$ cat config.mk
export PLATFORM = sky130hd
export DESIGN_NAME = opcode_sequencer_flat
export DESIGN_NICKNAME = d
export VERILOG_FILES = /design/src/rtl/opcode_sequencer_if.sv /design/src/rtl/opcode_sequencer.sv /design/src/flat_wrapper.sv
export SDC_FILE = /design/constraint.sdc
export NUM_CORES = 1
export LEC_CHECK = 0
export BUFFER_PORTS_ARGS = -buffer_cell sky130_fd_sc_hd__buf_2
export CORE_MARGIN = 2
export CORE_UTILIZATION = 45
export DETAILED_ROUTE_END_ITERATION = 10
export PLACE_DENSITY_LB_ADDON = 0.25
export SYNTH_ARGS = -nofsm -noshare
export SYNTH_HDL_FRONTEND = slang
export SYNTH_SLANG_ARGS = --single-unit
$ cat constraint.sdc
create_clock -name clk -period 3 [get_ports clk]
set_clock_uncertainty 0.05 [all_clocks]
set_input_delay 0 -clock clk [delete_from_list [all_inputs] [get_ports clk]]
set_output_delay 0 -clock clk [all_outputs]
set_load 0.1 [all_outputs]
$ cat src/rtl/opcode_sequencer_if.sv
// Handshake bundle between the instruction source / execution unit and opcode_sequencer.
// slave = sequencer side, master = source/execution-unit side.
interface opcode_sequencer_if #(
    parameter int CNT_W = 8
);
    logic             op_valid;
    logic [4:0]       op_in;
    logic             op_ready;
    logic             cmd_valid;
    logic [5:0]       cmd_out;
    logic             cmd_done;
    logic             busy;
    logic             illegal;
    logic             trap_clr;
    logic [CNT_W-1:0] issued_cnt;

    modport slave (
        input  op_valid, op_in, cmd_done, trap_clr,
        output op_ready, cmd_valid, cmd_out, busy, illegal, issued_cnt
    );

    modport master (
        output op_valid, op_in, cmd_done, trap_clr,
        input  op_ready, cmd_valid, cmd_out, busy, illegal, issued_cnt
    );
endinterface

$ cat src/rtl/opcode_sequencer.sv
// Buffers 5-bit opcodes in a small FIFO and issues them one at a time as one-hot commands.
// Define OPCODE_SEQ_TRAP_EN to stall in TRAP on an illegal opcode until trap_clr.
module opcode_sequencer #(
    parameter int DEPTH = 4,
    parameter int CNT_W = 8
) (
    input  logic                 clk,
    input  logic                 rst_n,
    opcode_sequencer_if.slave    bus
);
    localparam int AW = (DEPTH > 1) ? $clog2(DEPTH) : 1;

`ifdef OPCODE_SEQ_TRAP_EN
    typedef enum logic [1:0] {S_IDLE, S_EXEC, S_TRAP} state_t;
`else
    typedef enum logic [1:0] {S_IDLE, S_EXEC} state_t;
`endif

    state_t           r_state, w_next_state;
    logic [4:0]       r_mem [DEPTH];
    logic [AW-1:0]    r_wr_ptr, r_rd_ptr;
    logic [AW:0]      r_count;
    logic             r_cmd_valid;
    logic [5:0]       r_cmd_out;
    logic             r_illegal;
    logic [CNT_W-1:0] r_issued;

    logic             w_full, w_empty, w_push, w_pop, w_done, w_set_ill;
    logic [4:0]       w_head;
    logic             w_head_legal;

    assign w_full       = (r_count == (AW+1)'(DEPTH));
    assign w_empty      = (r_count == '0);
    assign w_push       = bus.op_valid && !w_full;
    assign w_head       = r_mem[r_rd_ptr];
    assign w_head_legal = (w_head < 5'd6);
    assign w_done       = (r_state == S_EXEC) && bus.cmd_done;

    always_comb begin
        w_next_state = r_state;
        w_pop        = 1'b0;
        w_set_ill    = 1'b0;
        case (r_state)
            S_IDLE: w_pop = !w_empty;
            S_EXEC: begin
                w_pop = w_done && !w_empty;
                if (w_done && w_empty) w_next_state = S_IDLE;
            end
`ifdef OPCODE_SEQ_TRAP_EN
            S_TRAP: if (bus.trap_clr) w_next_state = S_IDLE;
`endif
            default: w_next_state = S_IDLE;
        endcase
        // A pop decides the next state from the head opcode, in IDLE and back-to-back alike
        if (w_pop) begin
            if (w_head_legal) begin
                w_next_state = S_EXEC;
            end else begin
                w_set_ill = 1'b1;
`ifdef OPCODE_SEQ_TRAP_EN
                w_next_state = S_TRAP;
`else
                w_next_state = S_IDLE;
`endif
            end
        end
    end

    always_ff @(posedge clk) begin
        if (!rst_n) begin
            r_state  <= S_IDLE;
            r_wr_ptr <= '0;
            r_rd_ptr <= '0;
            r_count  <= '0;
        end else begin
            r_state <= w_next_state;
            if (w_push) r_wr_ptr <= r_wr_ptr + 1'b1;
            if (w_pop)  r_rd_ptr <= r_rd_ptr + 1'b1;
            case ({w_push, w_pop})
                2'b10:   r_count <= r_count + 1'b1;
                2'b01:   r_count <= r_count - 1'b1;
                default: r_count <= r_count;
            endcase
        end
    end

    always_ff @(posedge clk) begin
        if (w_push) r_mem[r_wr_ptr] <= bus.op_in;
    end

    always_ff @(posedge clk) begin
        if (!rst_n) begin
            r_cmd_valid <= 1'b0;
            r_cmd_out   <= '0;
            r_illegal   <= 1'b0;
            r_issued    <= '0;
        end else begin
            r_cmd_valid <= (w_next_state == S_EXEC);
            if (w_pop && w_head_legal)
                r_cmd_out <= 6'b000001 << w_head[2:0];
            else if (w_next_state != S_EXEC)
                r_cmd_out <= '0;
            if (w_set_ill)
                r_illegal <= 1'b1;
            else if (bus.trap_clr)
                r_illegal <= 1'b0;
            if (w_done) r_issued <= r_issued + 1'b1;
        end
    end

    assign bus.op_ready   = !w_full;
    assign bus.busy       = !w_empty || r_cmd_valid;
    assign bus.cmd_valid  = r_cmd_valid;
    assign bus.cmd_out    = r_cmd_out;
    assign bus.illegal    = r_illegal;
    assign bus.issued_cnt = r_issued;
endmodule

$ cat src/flat_wrapper.sv
// flat-port wrapper written by rule: the top's interface ports become plain ports
module opcode_sequencer_flat 
#(
    parameter int DEPTH = 4,
    parameter int CNT_W = 8
)
  (clk, rst_n, bus_op_valid, bus_op_in, bus_cmd_done, bus_trap_clr, bus_op_ready, bus_cmd_valid, bus_cmd_out, bus_busy, bus_illegal, bus_issued_cnt);
  opcode_sequencer_if #(.CNT_W(CNT_W)) bus_i ();
  input  logic clk;
  input  logic rst_n;
  input wire logic [$bits(bus_i.op_valid)-1:0] bus_op_valid;
  input wire logic [$bits(bus_i.op_in)-1:0] bus_op_in;
  input wire logic [$bits(bus_i.cmd_done)-1:0] bus_cmd_done;
  input wire logic [$bits(bus_i.trap_clr)-1:0] bus_trap_clr;
  output wire logic [$bits(bus_i.op_ready)-1:0] bus_op_ready;
  output wire logic [$bits(bus_i.cmd_valid)-1:0] bus_cmd_valid;
  output wire logic [$bits(bus_i.cmd_out)-1:0] bus_cmd_out;
  output wire logic [$bits(bus_i.busy)-1:0] bus_busy;
  output wire logic [$bits(bus_i.illegal)-1:0] bus_illegal;
  output wire logic [$bits(bus_i.issued_cnt)-1:0] bus_issued_cnt;
  assign bus_i.op_valid = bus_op_valid;
  assign bus_i.op_in = bus_op_in;
  assign bus_i.cmd_done = bus_cmd_done;
  assign bus_i.trap_clr = bus_trap_clr;
  assign bus_op_ready = bus_i.op_ready;
  assign bus_cmd_valid = bus_i.cmd_valid;
  assign bus_cmd_out = bus_i.cmd_out;
  assign bus_busy = bus_i.busy;
  assign bus_illegal = bus_i.illegal;
  assign bus_issued_cnt = bus_i.issued_cnt;
  opcode_sequencer #(.DEPTH(DEPTH), .CNT_W(CNT_W)) u_core (.clk(clk), .rst_n(rst_n), .bus(bus_i));
endmodule
* Yosys cells after proc, flatten, opt, wreduce, memory -nomap -nowiden
Memory sizes are Yosys's and may differ from the RTL's. A register that Yosys moved wholly into a read port is not among the register bits.
Index checks and enable logic that the tools add are counted.
** Storage, ports and cells
- Register bits :: 25
- Word-level logic and storage cells :: 51
- RAM bits :: 20
- Input bits :: 10
- Memories :: 1
** Memories
- u_core.r_mem :: words 4, width 5, rd ports 1, clocked after memory_dff 1, write ports 1, line opcode_sequencer.sv:20 : logic [4:0] r_mem [DEPTH];
** Cells by class
- Muxes and demuxes :: 16
- Add/sub/neg operators :: 5
- Order comparisons :: 1
- Reduce and logical (&&, ||, !) cells :: 13
- Shifts and indexed selects :: 1
- Equal/unequal tests :: 6
** Operators by type and width (number)
- $mux W6 :: 2
- $add A8 B1 Y8 const B :: 1
- $mux W2 :: 4
- $mux W1 :: 7
- $eq A2 B1 Y1 const B :: 3
- $pmux W3 S2 :: 1
- $reduce_bool A2 Y1 :: 3
- $shl A1 B3 Y6 const A :: 1
- $logic_and A1 B1 Y1 :: 5
- $lt A5 B3 Y1 const B :: 1
- $add A2 B1 Y2 const B :: 2
- $pmux W2 S2 :: 1
- $add A3 B1 Y3 const B :: 1
- $eq A3 B3 Y1 const B :: 1
- $logic_not A3 Y1 :: 1
- $sub A3 B1 Y3 const B :: 1
- $eq A2 B2 Y1 const B :: 1
- $logic_not A1 Y1 :: 2
- $logic_not A2 Y1 :: 1
- $ne A2 B1 Y1 const B :: 1
- $pmux W1 S2 :: 1
- $logic_or A1 B1 Y1 :: 1

* Depth between registers and ports, before layout
Gate-level depths: netlist of run 1.
- Word-level depth :: 9
- Mapped depth :: 8
- Mapped depth without buffers :: 8

* Worst setup path before layout of run 1
No wires, ideal clock.
- Path kind :: reg-to-reg
- From :: register u_core.r_count[0]
- To :: register u_core.r_count[2]
- Setup time :: 0.076 ns
- Path buffers :: 0
- Data required time :: 2.874 ns
- Setup slack :: 0.232 ns
- Data arrival time :: 2.643 ns
- Cell stages (with the launch flop) :: 9
- Cells stage by stage :: dfxtp_1 > or3b_1 > and2_1 > inv_1 > ha_1 > fa_1 > xnor2_1 > or3_1 > a21boi_0
** RTL lines
- start: declaration :: line opcode_sequencer.sv:22 : logic [AW:0] r_count;
- start signal: assignment :: line opcode_sequencer.sv:80 : 2'b10: r_count <= r_count + 1'b1;
- start signal: assignment :: line opcode_sequencer.sv:81 : 2'b01: r_count <= r_count - 1'b1;
- start signal: assignment :: line opcode_sequencer.sv:82 : default: r_count <= r_count;
- $eq A3 B3 Y1 (*) :: line opcode_sequencer.sv:32 : assign w_full = (r_count == (AW+1)'(DEPTH));
- $logic_not A1 Y1 (*)
- via bus_op_ready :: line flat_wrapper.sv:15 : output wire logic [$bits(bus_i.op_ready)-1:0] bus_op_ready;
- $logic_and A1 B1 Y1 (*) :: line opcode_sequencer.sv:34 : assign w_push = bus.op_valid && !w_full;
- $eq A2 B1 Y1 or $eq A2 B2 Y1 (tied branches) :: line opcode_sequencer.sv:79 : case ({w_push, w_pop})
- $pmux W3 S2 or $reduce_bool A2 Y1 (tied branches)
Mark *: on every way through the listed nets, which the timed path passes. The rest lies on a longest branch.
A chain may end at the register's enable or synchronous reset.

* Worst setup path in the final report of run 1
- From :: register u_core.r_count[0]
- To :: register u_core.r_count[2]
** Between the ends
- Cells in the longest elaborated chain, start to end :: 6
** Ends and longest elaborated chain
- $logic_not A3 Y1 (*) :: line opcode_sequencer.sv:33 : assign w_empty = (r_count == '0);
- $logic_not A1 Y1 (*) :: line opcode_sequencer.sv:44, opcode_sequencer.sv:46
- $logic_and A1 B1 Y1 :: line opcode_sequencer.sv:46 : w_pop = w_done && !w_empty;
- $pmux W1 S2 (*) :: line opcode_sequencer.sv:43 : case (r_state)
- via u_core.w_pop :: line opcode_sequencer.sv:28 : logic w_full, w_empty, w_push, w_pop, w_done, w_set_ill;
- $eq A2 B1 Y1 or $eq A2 B2 Y1 (tied branches) :: line opcode_sequencer.sv:79
- $pmux W3 S2 or $reduce_bool A2 Y1 (tied branches)
Marks and branches as above.

==> results.md, run 1 <==
* Max-Cap Viols at 0
* Combinational share of power at 27.9%
* Worst setup margin at 541 ps
* Chip height at 69.4 um
* Reg area at 1140 um2
* # fillers at 359
* Synthesized area at 1930 um2
* Mean Syn Cell Area at 12.6 um2
* GPL Wtd Cong at 0.738
* Total power at 1.73 mW
* Peak VDD IR at 0.328 mV
* Number of flops mapped to enable cells by yosys at 20
* Pwr per Cell Area at 757 nW/um2
* Async S/R FF share, synth at 0%
* Final setup viols at 0
* Root buf cell: clkbuf_8
* Critical path class: register to register
* Drt wl/cell at 14.0 um
* Hold Path Class: primary input to register
* Port bufs at 27
* Max-slew violations at 0
* Worst slew pin tran at 587 ps
* Final period util at 82.0%
* Via density at 5.01
* Site Rows at 23
* Critical register-to-register path endpoint: u_core.r_count[2]
* NetSw at 0.576 mW
* DRC viols at 0
* Crit path to: u_core.r_count[2]
* Setup Fix Bufs, Post-CTS at 0
* Area after DPL at 2110 um2
* Synthesis-stage register bit count at 47
* Crit path DAT at 2620 ps
* Ys flop type: dfxtp_1
* Cell Count, Final, Fillers Out at 241
* Core Area at 4060 um2
* Critical path peak fanout at 6
* Startpoint types: register
* Setup TNS at 0 ps
* Die area at 4820 um2
* Clock Latency Late Sink at 290 ps
* Data required, critical path at 3160 ps
* Int Power at 1.15 mW
* Hpwl dp at 2.48 mm
* Reg-to-Reg Start: u_core.r_count[0]
* Sequential Power Share at 46.0%
* Top cell type's share of synthesized area at 31.2%
* Dominant cells by area after synthesis: edfxtp_1 31%, dfxtp_1 28%, and2_1 4.2%, ha_1 3.9%, mux4_2 3.5%
* Multi-input logic area at 759 um2
* Num CTS Buffers at 5
* Clock Tree Buf Depth at 2
* I/O pin count at 28
* Most frequent cells in the layout: 27 x dfxtp_1, 27 x buf_2, 20 x edfxtp_1
* Syn Nets at 170
* Post-route ant nets at 0
* Gr ovfl total at 0
* Initial antenna violation count at 0
* CTS tree: done
* Crit path from: u_core.r_count[0]
* H-tree level count at 2
* Via Count at 1207
* Clk pin slew, worst setup/hold paths at 80 ps
* Clock network fraction of design power at 26.1%
* Die Span X at 69.4 um
* CTS sink cnt at 47
* Final instance area at 2280 um2
* Fmax at 0.407 GHz
* Fin util at 56.3%
* Hold WS at 49.4 ps
* RSZ-0062 raised after global routing: false
* Post-route minimum period at 2460 ps
* ANT cells at 0
* Sw Share at 33.3%
* Cells after synthesis at 153
* Layout Nets at 207
* Hold Path Stages at 2
* Initial DRC count at 58
* First-pass GRT wire length at 5.62 mm
* Pin count of the biggest net entering global routing at 23
* Reg2Reg Depth at 7
* Seq/Total Area, Yosys at 59.2%
* Initial core utilization at 47.5%
* Layout cells sized above 1 at 20.4%
* Synth area leader: edfxtp_1
* DP Worst Slack at 561 ps
* Yosys warnings at 0
* Synthesis-to-layout area growth at 18.5%
* Worst R2R Setup Slack at 540 ps
* Final WL at 3.36 mm
* Slew margin rel. at 60.6%
* Dpl cells at 227
* Unique masters post-synth at 35
* Crit end category: register
* Drt pass-1 iters at 4
* Gr usage total at 14.7%
* Number of global-route vias before repair at 1186
* Status: complete, no violations
* Lkg Pwr at 0.937 nW
* Final Hold Viols at 0
==> how the worst min path moves through the flow <==
stage,startpoint,end
finish,rst_n,u_core.bus.illegal
global route,rst_n,u_core.bus.illegal
CTS,rst_n,u_core.bus.illegal
detailed placement,bus_op_in[0],u_core.r_mem[0][0]
global placement,bus_op_in[3],u_core.r_mem[1][3]
floorplan,bus_op_in[0],u_core.r_mem[0][0]
==> power by group through the flow <==
stage	Sequential, mW	Clock (mW)	Combinational, mW
4_1_cts	0.796	0.454	0.486
2_1_floorplan	0.845	0	0.341
6_report	0.795	0.451	0.482
5_1_grt	0.804	0.486	0.524
3_5_place_dp	0.811	0	0.477
3_3_place_gp	0.803	0	0.462
==> routing by layer <==
metal	global-route usage [%]	part of all wire (%)	vias up	wire length, um
li1	-	-	609	-
met1	19.1	48	577	1630
met2	23.9	48	19	1610
met3	3.78	2.9	2	99
met4	5.23	0.71	0	24
met5	0	0	-	0
==> final cells by class <==
| class | instances | share of cell area (%) |
|---|---|---|
| Tap cell | 50 | 2.74 |
| Timing Repair Buffer | 33 | 8.55 |
| Clock inverter | 2 | 1.64 |
| Multi-Input combinational cell | 99 | 33.3 |
| Inverter | 4 | 0.658 |
| Sequential cell | 47 | 50.0 |
| Clock buffer | 6 | 3.18 |
==> worst max-delay path, cell delays in order, from the launching register on <==
cell,delay (ps)
dfxtp_1,360
nor3_1,530
nor3_4,150
ha_1,270
fa_1,390
xnor2_1,150
or3_1,320
a21boi_0,160
==> timing repair <==
| action | in CTS | in global routing |
|---|---|---|
| hold buffers | 6 | 0 |
| endpoints found under the hold margin | 21 | 0 |
| resized for setup | 0 | 0 |
==> kinds of logic after synthesis <==
logic type | after synthesis | synth area share [%]
buffers and inverters | 7 | 1.36
other | 1 | 0.195
muxes | 5 | 5.39
adders and majority gates | 7 | 4.94
DFF | 47 | 59.2
AOI/OAI and AO/OA | 15 | 5.26
and+or+nand+nor | 60 | 18.6
xor gates and xnor gates | 11 | 5.00
==> Yosys cell counts (all sizes together) (2+ instances only) <==
cell,number
mux4,4
nand2,14
xor2,4
or3,2
nor2,4
and2,13
o31ai,4
and3,5
xnor2,7
nand4,4
nor2b,5
o21ai,4
nor3,4
dfxtp,27
nand3b,2
a21boi,5
clkbuf,2
edfxtp,20
ha,6
nand2b,2
inv,4
==> sequential cells by signal (all words and copies together) (netlist names), named ones only <==
name,count
u_core.r_rd_ptr,2
u_core.r_state,2
u_core.bus.cmd_valid,1
u_core.bus.cmd_out,6
u_core.r_wr_ptr,2
u_core.r_count,3
u_core.r_mem,20
u_core.bus.issued_cnt,8
u_core.bus.illegal,1
Note: power is estimated with default switching activity, not from simulation.
==> run 2: changes to the inputs <==
--- a/config.mk
+++ b/config.mk
@@ -5,6 +5,7 @@
 export SDC_FILE = /design/constraint.sdc
 export NUM_CORES = 1
 export LEC_CHECK = 0
+export ABC_AREA = 1
 export BUFFER_PORTS_ARGS = -buffer_cell sky130_fd_sc_hd__buf_2
 export CORE_MARGIN = 2
 export CORE_UTILIZATION = 45
==> constraint.sdc (replaced) <==
create_clock -name clk -period 2.5 [get_ports clk]
set_clock_uncertainty 0.05 [all_clocks]
set_input_delay 0 -clock clk [delete_from_list [all_inputs] [get_ports clk]]
set_output_delay 0 -clock clk [all_outputs]
set_load 0.1 [all_outputs]
==> run 2 against run 1 <==
Effect of this change:
- combinational power is 35% higher
- worst setup slack worse by 220 ps
- fmax is 13% higher
- cell count is 37% higher
- global-route usage up 0.67 points
- total power is 17% higher
- first-iteration DRC count grew 28%
- worst hold slack worse by 25 ps
- highest routed layer unchanged
==> results.md, run 2 <==
* Number of global-route vias before repair at 1418 (+20%)
* Crit path max-delay cell type: nor3_1
* Async S/R FF share, synth at 0% (unchanged)
* Largest Register: u_core.r_mem
* RSZ-0062 raised after global routing: false
* Worst slew pin tran at 537 ps (-49.6 ps)
* Initial DRC count at 74 (+28%)
* Crit path from: u_core.r_count[0]
* I/O pin count at 28 (unchanged)
* Yosys warnings at 0 (unchanged)
* Synthesis-stage register bit count at 47 (unchanged)
* Via Count at 1498 (+24%)
* Reg-to-Reg Start: u_core.r_count[0]
* Syn Nets at 255 (+50%)
* Top cell type's share of synthesized area at 29.0% (-2.1 points)
* Clock Tree Buf Depth at 2 (unchanged)
* Dpl cells at 314 (+38%)
* Cell Count, Final, Fillers Out at 329 (+37%)
* Lkg Pwr at 1.04 nW (+11%)
* Synthesized-area fraction occupied by adder cells at 4.60% (-0.34 points)
* Num CTS Buffers at 5 (unchanged)
* DRC viols at 0 (unchanged)
* Site Rows at 24 (+4.3%)
* Die area at 5150 um2 (+6.9%)
* Ys flop type: dfxtp_1
* Pin count of the biggest net entering global routing at 14 (-39%)
* Startpoint types: register
* Critical path peak fanout at 7 (+1)
* XOR/XNOR Fraction of Synth Area at 0.423% (-4.6 points)
* Initial antenna violation count at 0 (unchanged)
* Top delay family on crit path: adder cells
* Status: complete, no violations
* Final WL at 3.49 mm (+3.8%)
* Critical path class: register to register
* Port bufs at 27 (unchanged)
* Core Area at 4380 um2 (+8.0%)
* Drt pass-1 iters at 4 (unchanged)
* Synthesis-to-layout area growth at 16.2%
* Commonest cells post-synth: 46 x nand2_1, 39 x nor2_1, 37 x inv_1
* H-tree level count at 2 (unchanged)
* Critical register-to-register path endpoint: u_core.r_count[2]
* Pwr per Cell Area at 845 nW/um2 (+12%)
* Synth area leader: edfxtp_1
* Hold Path Class: primary input to register
* Crit path to: u_core.r_count[2]
* # fillers at 425 (+18%)
* Chip height at 71.8 um (+3.4%)
* Worst R2R Setup Slack at 320 ps (-220 ps)
* Fmax at 0.459 GHz (+13%)
* Reg2Reg Depth at 8 (+1)
* Mux cell area share after synthesis at 0% (-5.4 points)
* Combinational family with the most area after synthesis: simple AND/OR/NAND/NOR gates
* Gr usage total at 15.4% (+0.67 points)
* First-pass GRT wire length at 6.11 mm (+8.7%)
* Final period util at 87.1% (+5.1 points)
* Final setup viols at 0 (unchanged)
* Simple-gate share of the synthesized area at 24.8% (+6.2 points)
* Clock Latency Late Sink at 290 ps (about the same)
* Layout cells sized above 1 at 17.7% (-2.7 points)
* Crit-path max cell delay at 450 ps (-80 ps)
* Crit end category: register
* Dominant cells by area after synthesis: edfxtp_1 29%, dfxtp_1 26%, nand2_1 8.3%, nor2_1 7.1%, inv_1 6.7%
* GPL Wtd Cong at 0.703 (-4.8%)
* CTS sink cnt at 47 (unchanged)
* Via density at 4.55 (-9.1%)
* Crit path DAT at 2360 ps (-260 ps)
* Initial core utilization at 47.2% (-0.31 points)
* Number of flip-flops in the largest register at 20 (unchanged)
* Seq/Total Area, Yosys at 55.2% (-4.0 points)
* Post-route ant nets at 0 (unchanged)
* Root buf cell: clkbuf_8
* Post-route minimum period at 2180 ps (-283 ps)
* Gr ovfl total at 0 (unchanged)
* Mean Syn Cell Area at 8.69 um2 (-31%)
* Number of flops mapped to enable cells by yosys at 20 (unchanged)
* Final Hold Viols at 0 (unchanged)
* Instance count on the critical path at 8 (+1)
* Clk pin slew, worst setup/hold paths at 80 ps (about the same)
* Most common cell in the synthesized netlist: nand2_1
* Layout Nets at 293 (+42%)
* Die Span X at 71.8 um (+3.4%)
* Reg area at 1140 um2 (unchanged)
* Most common cell after layout, fill and taps aside: nand2_1
* Unique masters post-synth at 27 (-23%)
* CTS tree: done
* Total power at 2.03 mW (+17%)
* Data required, critical path at 2690 ps (-470 ps)
* Crit path top cell by count: a21oi_1
* Cell Chain, Critical Path: nor3_1 > nor2_4 > ha_1 > fa_1 > a21oi_1 > o21a_1 > o21ai_0 > a21oi_1
* Peak VDD IR at 0.431 mV (+31%)
* Cells after synthesis at 238 (+56%)
* Max-Cap Viols at 0 (unchanged)
* Most frequent cells in the layout: 45 x nand2_1, 39 x nor2_1, 37 x inv_1
* Hpwl dp at 2.54 mm (+2.4%)
* Buf+Inv Stages, Crit Path at 0 (unchanged)
* Slew margin rel. at 64.1% (+3.5 points)
* Synth Area in Compound Gates at 6.53% (+1.3 points)
* Hold WS at 24.4 ps (-25.0 ps)
* Setup TNS at 0 ps (unchanged)
* Multi-input logic area at 758 um2 (-0.16%)
* Synthesized area at 2070 um2 (+7.3%)
* Max-slew violations at 0 (unchanged)
* Cells resized by post-CTS repair at 0 (unchanged)
* ANT cells at 0 (unchanged)
* Drt wl/cell at 10.6 um (-24%)
-- run 2: cell count changes after synthesis, moves of 6 or more --
| cell | before | now |
|---|---|---|
| inv_1 | 4 | 37 |
| nand2_1 | 14 | 46 |
| a21oi_1 | 0 | 14 |
| and2_1 | 13 | 0 |
| nor2_1 | 4 | 39 |
| nand3_1 | 1 | 11 |
| o21ai_0 | 4 | 10 |
| xnor2_1 | 7 | 0 |
-- run 2: final cells by class --
type,instances,area share (%)
sequential,47,47.5
multi-input combinational,148,31.6
inverter,40,6.35
timing repair buffer,34,8.54
clock inverter,2,0.313
tap,52,2.71
clock buffer,6,3.02
-- run 2: routing by layer --
metal | wire length (um) | up-vias | global-route usage (%) | share of wire (%)
li1 | - | 823 | - | -
met1 | 1670 | 646 | 20.4 | 48
met2 | 1600 | 21 | 23.8 | 46
met3 | 154 | 8 | 4.50 | 4.4
met4 | 60 | 0 | 6.29 | 1.7
met5 | 0 | - | 0 | 0
-- run 2: cell families after synthesis --
| kind of cell | count (synthesis) |
|---|---|
| buffers and inverters | 43 |
| AO/OA/AOI/OAI | 26 |
| flip-flops | 47 |
| AND/OR/NAND/NOR | 113 |
| other | 1 |
| XOR/XNOR | 1 |
| adder cells (fa/ha/maj) | 7 |
-- run 2: where the power goes --
group / internal, mW / switching (mW) / leakage (nW)
sequential: 0.883 / 0.0708 / 0.403
clock: 0.191 / 0.234 / 0.0403
combinational: 0.165 / 0.484 / 0.594
-- run 2: through the flow --
step                util (%)  worst slack (ps)  instance area, um2
CTS                     54.8               310                2400
floorplan                  -               162                2070
detailed placement      51.4               333                2250
finish                  54.8               324                2400
global route            54.8               120                2400
global placement        51.4               434                2250
-- run 2: how the worst min path moves through the flow --
stage	start	to	slack, ps	depth (start not counted)
3_5_place_dp	bus_op_in[3]	u_core.r_mem[3][3]	170	1
2_1_floorplan	bus_op_in[0]	u_core.r_mem[0][0]	50	0
3_3_place_gp	bus_op_in[2]	u_core.r_mem[0][2]	170	1
4_1_cts	bus_cmd_done	u_core.bus.issued_cnt[1]	20	3
5_1_grt	bus_cmd_done	u_core.bus.issued_cnt[1]	50	3
6_report	bus_cmd_done	u_core.bus.issued_cnt[1]	20	3
-- run 2: repair_timing --
item | 4_1_cts | 5_1_grt
endpoints found under the hold margin | 25 | 0
buffers inserted | 0 | 0
hold buffers | 7 | 0
-- run 2: worst register-to-register path, delay by kind of cell (launching register included) --
family	cells	cell delay [ps]
DFF	1	360
and+or+nand+nor	2	570
AOI/OAI and AO/OA	4	490
adders and majority gates	2	650
